--- config.mk ---
export PLATFORM = sky130hd
export DESIGN_NAME = spi_req_arbiter
export DESIGN_NICKNAME = d
export VERILOG_FILES = /design/src/rtl/spi_pkg.sv /design/src/rtl/rr_pick.sv /design/src/rtl/spi_req_arbiter.sv
export SDC_FILE = /design/constraint.sdc
export NUM_CORES = 1
export LEC_CHECK = 0
export CORE_ASPECT_RATIO = 0.7
export CORE_MARGIN = 2
export CORE_UTILIZATION = 48
export CTS_BUF_LIST = sky130_fd_sc_hd__clkbuf_8
export DETAILED_ROUTE_END_ITERATION = 10
export PLACE_DENSITY = 0.8
export RECOVER_POWER = 50
export SLEW_MARGIN = 20
export SYNTH_ARGS = -nofsm -noshare
export SYNTH_HDL_FRONTEND = slang
export SYNTH_SLANG_ARGS = --single-unit
export TNS_END_PERCENT = 50
--- constraint.sdc ---
create_clock -name clk -period 3.9 [get_ports clk]
set_input_delay 1.17 -clock clk [delete_from_list [all_inputs] [get_ports clk]]
set_output_delay 1.17 -clock clk [all_outputs]
set_load 0.05 [all_outputs]
--- src/rtl/spi_pkg.sv ---
// rtl/spi_pkg.sv - shared state encoding and byte width for the SPI request arbiter
package spi_pkg;

  localparam int SPI_W = 8;

  localparam logic [2:0] ST_IDLE  = 3'd0;
  localparam logic [2:0] ST_ARB   = 3'd1;
  localparam logic [2:0] ST_SETUP = 3'd2;
  localparam logic [2:0] ST_XFER  = 3'd3;
  localparam logic [2:0] ST_DONE  = 3'd4;

endpackage

--- src/rtl/rr_pick.sv ---
// rtl/rr_pick.sv - combinational round-robin selector: first set req bit at or after ptr
module rr_pick #(
  parameter int NREQ = 4,
  parameter int PW   = 2
) (
  input  logic [NREQ-1:0] req,
  input  logic [PW-1:0]   ptr,
  output logic [NREQ-1:0] sel,
  output logic [PW-1:0]   idx
);

  // One spare bit so ptr+k can exceed NREQ-1 before the wrap is subtracted.
  logic [PW:0] w_j;
  logic        w_found;

  always_comb begin
    sel     = '0;
    idx     = '0;
    w_found = 1'b0;
    w_j     = '0;
    for (int k = 0; k < NREQ; k++) begin
      w_j = {1'b0, ptr} + (PW+1)'(k);
      if (w_j >= (PW+1)'(NREQ)) w_j = w_j - (PW+1)'(NREQ);
      if (!w_found && req[w_j[PW-1:0]]) begin
        w_found            = 1'b1;
        sel[w_j[PW-1:0]]   = 1'b1;
        idx                = w_j[PW-1:0];
      end
    end
  end

endmodule

--- src/rtl/spi_req_arbiter.sv ---
// rtl/spi_req_arbiter.sv - round-robin sharing of one spi_master among NREQ requesters
// Optional XFER watchdog with err output: define SPI_ARB_TIMEOUT_EN.
module spi_req_arbiter
  import spi_pkg::*;
#(
  parameter int NREQ      = 4,
  parameter int SETUP_CYC = 2
`ifdef SPI_ARB_TIMEOUT_EN
  ,
  parameter int TIMEOUT_CYC = 1024
`endif
) (
  input  logic                  clk,
  input  logic                  reset,
  input  logic [NREQ-1:0]       req,
  input  logic [NREQ-1:0]       req_wr,
  input  logic [SPI_W*NREQ-1:0] req_data,
  input  logic [NREQ-1:0]       req_cpol,
  input  logic [NREQ-1:0]       req_cpha,
  output logic [NREQ-1:0]       gnt,
  output logic [NREQ-1:0]       done,
  output logic [SPI_W-1:0]      rd_data,
`ifdef SPI_ARB_TIMEOUT_EN
  output logic                  err,
`endif
  output logic [SPI_W-1:0]      m_datain,
  output logic                  m_write,
  output logic                  m_read,
  output logic                  m_cpol,
  output logic                  m_cpha,
  input  logic                  m_done,
  input  logic [SPI_W-1:0]      m_rdata
);

  localparam int PW = $clog2(NREQ);

  logic [2:0]       r_state;
  logic [PW-1:0]    r_ptr;
  logic [PW-1:0]    r_gidx;
  logic [NREQ-1:0]  r_gnt;
  logic [NREQ-1:0]  r_done;
  logic [SPI_W-1:0] r_rdata;
  logic [SPI_W-1:0] r_datain;
  logic             r_wr;
  logic             r_write;
  logic             r_read;
  logic             r_cpol;
  logic             r_cpha;
  logic [15:0]      r_cnt;
  logic [NREQ-1:0]  w_sel;
  logic [PW-1:0]    w_idx;

`ifdef SPI_ARB_TIMEOUT_EN
  // Leave XFER one edge early so done/err land TIMEOUT_CYC edges after XFER entry.
  localparam logic [15:0] TO_LAST = 16'(TIMEOUT_CYC - 2);
  logic r_to;
  logic r_err;
  assign err = r_err;
`endif

  rr_pick #(.NREQ(NREQ), .PW(PW)) u_pick (
    .req (req),
    .ptr (r_ptr),
    .sel (w_sel),
    .idx (w_idx)
  );

  always_ff @(posedge clk) begin
    if (reset) begin
      r_state  <= ST_IDLE;
      r_ptr    <= '0;
      r_gidx   <= '0;
      r_gnt    <= '0;
      r_done   <= '0;
      r_rdata  <= '0;
      r_datain <= '0;
      r_wr     <= 1'b0;
      r_write  <= 1'b0;
      r_read   <= 1'b0;
      r_cpol   <= 1'b0;
      r_cpha   <= 1'b0;
      r_cnt    <= '0;
`ifdef SPI_ARB_TIMEOUT_EN
      r_to     <= 1'b0;
      r_err    <= 1'b0;
`endif
    end else begin
      r_done <= '0;
`ifdef SPI_ARB_TIMEOUT_EN
      r_err  <= 1'b0;
`endif
      case (r_state)
        ST_IDLE: if (|req) r_state <= ST_ARB;
        ST_ARB: begin
          if (|req) begin
            r_gnt    <= w_sel;
            r_gidx   <= w_idx;
            r_wr     <= req_wr[w_idx];
            r_cpol   <= req_cpol[w_idx];
            r_cpha   <= req_cpha[w_idx];
            r_datain <= req_data[w_idx*SPI_W +: SPI_W];
            r_cnt    <= '0;
            r_state  <= ST_SETUP;
          end else begin
            r_state  <= ST_IDLE;
          end
        end
        ST_SETUP: begin
          if (r_cnt == 16'(SETUP_CYC - 1)) begin
            r_cnt   <= '0;
            r_write <= r_wr;
            r_read  <= ~r_wr;
            r_state <= ST_XFER;
          end else begin
            r_cnt   <= r_cnt + 16'd1;
          end
        end
        ST_XFER: begin
          if (m_done) begin
            if (!r_wr) r_rdata <= m_rdata;
            r_state <= ST_DONE;
`ifdef SPI_ARB_TIMEOUT_EN
          end else if (r_cnt == TO_LAST) begin
            r_to    <= 1'b1;
            r_state <= ST_DONE;
`endif
          end else begin
            r_cnt   <= r_cnt + 16'd1;
          end
        end
        ST_DONE: begin
          r_done  <= r_gnt;
          r_gnt   <= '0;
          r_write <= 1'b0;
          r_read  <= 1'b0;
          r_ptr   <= (r_gidx == PW'(NREQ - 1)) ? '0 : r_gidx + 1'b1;
`ifdef SPI_ARB_TIMEOUT_EN
          r_err   <= r_to;
          r_to    <= 1'b0;
`endif
          r_state <= ST_IDLE;
        end
        default: r_state <= ST_IDLE;
      endcase
    end
  end

  // Mode and data stay registered after DONE so SCLK idles at the last used polarity.
  assign gnt      = r_gnt;
  assign done     = r_done;
  assign rd_data  = r_rdata;
  assign m_datain = r_datain;
  assign m_write  = r_write;
  assign m_read   = r_read;
  assign m_cpol   = r_cpol;
  assign m_cpha   = r_cpha;

endmodule

* After elaboration in Yosys (flattened, before gate mapping) *
Index checks and enable logic that the tools add are counted.

cells by class
  add/subtract/negate cells = 9
  multiply operators = 0
  div/mod/pow operators = 0
  $lt $le $gt $ge = 13
  eq/ne operators = 11
  shifts and indexed selects = 1
  multiplexer cells = 53
  bitwise logic cells = 5
  reductions and logical operators = 22

operators by type and width
  cell                                                                    number
  16-bit two-way mux                                                      3
  16-bit one-hot mux with 3 select lines                                  1
  32-bit by 6-bit variable part select with 8-bit output                  1
  2-bit two-way mux                                                       10
  4-bit two-way mux                                                       5
  16-bit by 1-bit adder with 16-bit output (second input constant)        1
  16-bit by 1-bit == test with 1-bit output (second input constant)       1
  1-bit two-way mux                                                       16
  2-bit by 3-bit < comparator with 1-bit output (second input constant)   5
  1-bit binary-select mux with 2-bit select                               7
  4-bit bitwise OR                                                        3
  3-bit one-hot mux with 4 select lines                                   1
  2-bit != test (second input constant)                                   5
  3-bit >= comparator (second input constant)                             3
  3-bit two-way mux                                                       3
  3-bit AND reduction                                                     3
  1-bit demux with 2-bit select                                           4
  2-bit by 1-bit >= comparator with 1-bit output (second input constant)  4
  4-bit one-hot mux with 2 select lines                                   1
  2-bit by 1-bit subtractor with 2-bit output (second input constant)     4
  1-bit logical AND                                                       7
  2-bit by 2-bit adder with 3-bit output (second input constant)          2
  3-bit by 2-bit == test with 1-bit output (second input constant)        2
  2-bit AND reduction                                                     3
  14 further kinds                                                        19

storage, ports and cells
  bits in registers = 52
  latch bits = 0
  bits in writable memories = 0
  memory bits (read-only) = 0
  bits of input ports = 59
  output and inout bits = 28
  logic and storage cells = 127
  memories = 0

* Depth between registers and ports, before layout *
  word-level depth = 16
  gate-level depth with buffers = 11
  mapped depth without buffers = 8

* Cells and area by module *
From an unflattened synthesis, not the netlist that was laid out.

unflattened totals
  cells, all modules = 315
  area total of the unflattened synthesis = 2,855.2 um2

modules (own cells, without submodules)
  module           times used  cells an instance  area each (um2)  seq. area each (um2)
  spi_req_arbiter  1           250                2,366.0          1,041.0
  rr_pick          1           65                 489.2            0.0

* Least setup slack after synthesis *
No wires, ideal clock.

  path kind = input -> register
  from = input port req[1]
  to = register r_datain[4], in the netlist m_datain[4]
  library setup time = 0.117 ns
  arrival time = 2.849 ns
  data required time = 3.783 ns
  slack = 0.934 ns
  cell stages on the path = 8
  path buffers = 2
  cell sequence = buf_2 -> mux4_2 -> and2b_1 -> a21oi_1 -> buf_2 -> mux2i_1 -> o21ai_1 -> a22o_1

on the way
  cells in the longest elaborated chain, start to end = 13
  elaborated cells on any way between the ends = 24
  classes of those cells = shift (1); mux (15); reduce/logical (8)

RTL lines
  what                                                    RTL line                RTL
  start, declared                                         spi_req_arbiter.sv:15   input logic [NREQ-1:0] req,
  1-bit binary-select mux with 2-bit select               rr_pick.sv:24           if (!w_found && req[w_j[PW-1:0]]) begin
  1-bit two-way mux (implied by the code)                 rr_pick.sv:24
  1-bit two-way mux                                       rr_pick.sv:24
  1-bit logical NOT                                       rr_pick.sv:24
  1-bit logical AND                                       rr_pick.sv:24
  1-bit two-way mux                                       rr_pick.sv:24
  1-bit logical NOT                                       rr_pick.sv:24
  1-bit logical AND                                       rr_pick.sv:24
  1-bit two-way mux                                       rr_pick.sv:24
  1-bit logical NOT                                       rr_pick.sv:24
  1-bit logical AND                                       rr_pick.sv:24
  2-bit two-way mux                                       rr_pick.sv:24
  32-bit by 6-bit variable part select with 8-bit output  spi_req_arbiter.sv:101  r_datain <= req_data[w_idx*SPI_W +: SPI_W];
  end signal, assigned                                    spi_req_arbiter.sv:101
  end, declared                                           spi_req_arbiter.sv:43   logic [SPI_W-1:0] r_datain;

Several ways; a longest one is shown, not always the timed one. The select of a mux whose other input is x is not followed.
A chain may end at the register's enable or synchronous reset.

* Worst setup path after layout *
  from = input port req[2]
  to = register r_datain[2], in the netlist m_datain[2]

The elaborated chain is that of the path after synthesis.

==> flow_summary_export.csv <==
group,metric,value,unit
route,drt_drc_violations_left,0,
yosys,synth_area,3100,um2
clock_network,cts_hold_buf,0,
yosys,ys_ff_latch,52,
global_routing,track_usage,23.3,%
hold_path,hold_class,"flop to flop",
route,drtAntennaViolNets,0,
finish,regArea,1040,um2
place,placed_area,4110,um2
finish,stdcell_count,531,
die,start_util,49.7,%
place,io_buffer_count,86,
global_routing,antenna_found_initial,0,
clock_network,clkSlewWorstSetupHoldPaths,0.10,ns
global_routing,grt-ovfl-total,0,
pwr,power_leakage,0.00160,uW
pwr,switchingPower,436,uW
die,die_w,100,um
clock_network,clock_latency,0.31,ns
yosys,synth_seq_area_share,33.6,%
pwr,p_int,858,uW
finish,fillers,517,
global_routing,grt_pass1_wl,13.4,mm
die,rows,24,
die,fp.dieH,71.3,um
timing,worst_slack,0.523,ns
timing,tightest_slew,1.41,ns
pwr,pwr_density_cell,308,nW/um2
die,io_pins,87,
worst_setup_path,crit_type,"input port to flop",
pwr,pwr-share-comb,30.0,%
worst_setup_path,critPathLaunchType,"input port",
clock_network,cts.sinks,52,
place,place_inst,523,
worst_setup_path,arrival,3.59,ns
timing,setup_viol,0,
place,place_worst_setup_slack,0.223,ns
finish,synthToLayoutAreaGrowth,35.5,%
pwr,p_sw_share,33.7,%
worst_setup_path,path_buf_inv,3,
worst_setup_path,critPathRequiredTime,4.11,ns
timing,fin_crit_sh,86.6,%
clock_network,clockBufferDepth,2,
route,drt_wl_total,8.34,mm
worst_setup_path,r2r_slack,0.92,ns
timing,slew_viol_final,0,
worst_setup_path,cp_slowest_cell,"clkdlybuf4s50_1",
finish,final_common_cell,"clkdlybuf4s50_1",
yosys,async_reset_ff_share,0,%
outcome,status,"finished, final reports clean",
place,gp_congestion,0.939,
yosys,synth_area_per_cell,8.57,um2
pwr,clkPwrFrac,24.8,%
timing,tns,0,ns
route,viasPerCell,5.90,
worst_setup_path,crit_path_max_fanout,20,
yosys,syn-num-nets,432,
global_routing,grt_max_degree,29,
clock_network,cts-resized-gates,0,
timing,max_freq,0.296,GHz
yosys,yosysWarnings,0,
pwr,irDropWorstVdd,0.000161,V
place,dp_hpwl,6.50,mm
yosys,ys_types,57,
clock_network,h-tree-depth,2,
route,wl_per_cell,15.7,um
clock_network,cts_root_buffer,"clkbuf_8",
finish,multi_input_area,1930,um2
yosys,syn_inst,362,
route,drt_iter0_markers,315,
timing,whs,0.483,ns
timing,fin_skew,0.00965,ns
die,core_area,6250,um2
worst_setup_path,crit_path_end_kind,"flop",
finish,nets,522,
finish,antenna_cells,0,
route,drt_first_pass_iters,5,
pwr,seqPwrFrac,45.2,%
worst_setup_path,critical_path.top_delay_family,"buffers and inverters",
timing,finalCriticalPeriod,3.38,ns
finish,fin_area,4200,um2
clock_network,cts_tree,"yes",
timing,hold_viol_final,0,
yosys,synth_edf_count,0,
die,design.die.area,7130,um2
clock_network,cts_buffers,5,
worst_setup_path,max_stage_delay,0.52,ns
finish,most-common-layout-cells,"62 x clkdlybuf4s50_1, 52 x dfxtp_1, 43 x nor2_1",
global_routing,grt_pass1_vias,2777,
yosys,synth_ff_type,"dfxtp_1",
worst_setup_path,crit_chain,"clkdlybuf4s50_1, buf_4, mux4_2, and2b_1, a21oi_1, buf_12, mux2i_1, o21ai_0, a22o_1",
route,num_vias,3135,
finish,drive_gt1_share,8.61,%
timing,rsz0062_at_grt,"false",
timing,slew_headroom,5.47,%
job,drv_cap,0,
clock_network,cts_setup_buffers,0,
-- cell type report --
cell class	instances	area share [%]
clock buffer	5	1.64
multi-input combinational	281	45.9
tap	78	2.32
inverter	7	0.625
sequential	52	24.8
clock inverter	3	0.655
timing repair buffer	105	24.1
-- through the flow --
step                total power, uW  util (%)
global placement                981      65.9
global route                   1350      67.3
detailed placement              989      65.9
floorplan                       826         -
CTS                            1310      67.4
finish                         1290      67.3
-- power groups by stage --
stage | combinational [uW] | clock (uW) | sequential (uW)
detailed placement | 392 | 0 | 598
global placement | 385 | 0 | 597
global route | 418 | 347 | 589
CTS | 393 | 330 | 585
floorplan | 158 | 0 | 668
finish | 389 | 321 | 585
-- cell families (layout without fill, tap and decap cells) --
kind of cell	after synthesis	after routing	share of synthesized area, %
AOI/OAI and AO/OA	73	73	17.5
xor gates and xnor gates	14	14	3.95
adders and majority gates	11	11	4.44
buffers and inverters	29	120	4.11
DFF	52	52	33.6
muxes	32	32	11.7
and+or+nand+nor	151	151	24.8
-- final timing paths --
check,from,endpoint,cells past startpoint
max,req[2],m_datain[2],9
min,m_datain[7],m_datain[7],2
max reg2reg,r_ptr[0],m_datain[7],9
min reg2reg,m_datain[7],m_datain[7],2
-- cells in the mapped netlist (7+ instances only) --
library cell	n	area, um2
a21oi_1	15	75.1
buf_2	12	60.1
clkbuf_1	8	30.0
dfxtp_1	52	1040
ha_1	11	138
mux2i_1	26	260
nand2_1	39	146
nand2b_1	7	43.8
nand4_1	10	62.6
nor2_1	43	161
o21ai_1	9	45.0
o221ai_1	17	149
or3_1	8	50.1
xor2_1	10	87.6
-- sequential cells by signal (all words and copies together) (netlist names), 2 cells and up --
name	count
r_gidx	2
done	4
r_state	3
gnt	4
m_datain	8
r_ptr	2
r_cnt	16
rd_data	8
-- tightest hold or removal path: stages (launching register included) --
cell	delay [ns]
dfxtp_1	0.33
nand2_1	0.06
o31ai_1	0.05
-- routing by layer --
layer,global-route usage [%],share of wire (%),up-vias
li1,-,-,1505
met1,31.8,45,1456
met2,38.8,45,157
met3,5.17,8.7,17
met4,4.11,1.2,0
met5,0,0,-
(Power assumes the default switching activity.)
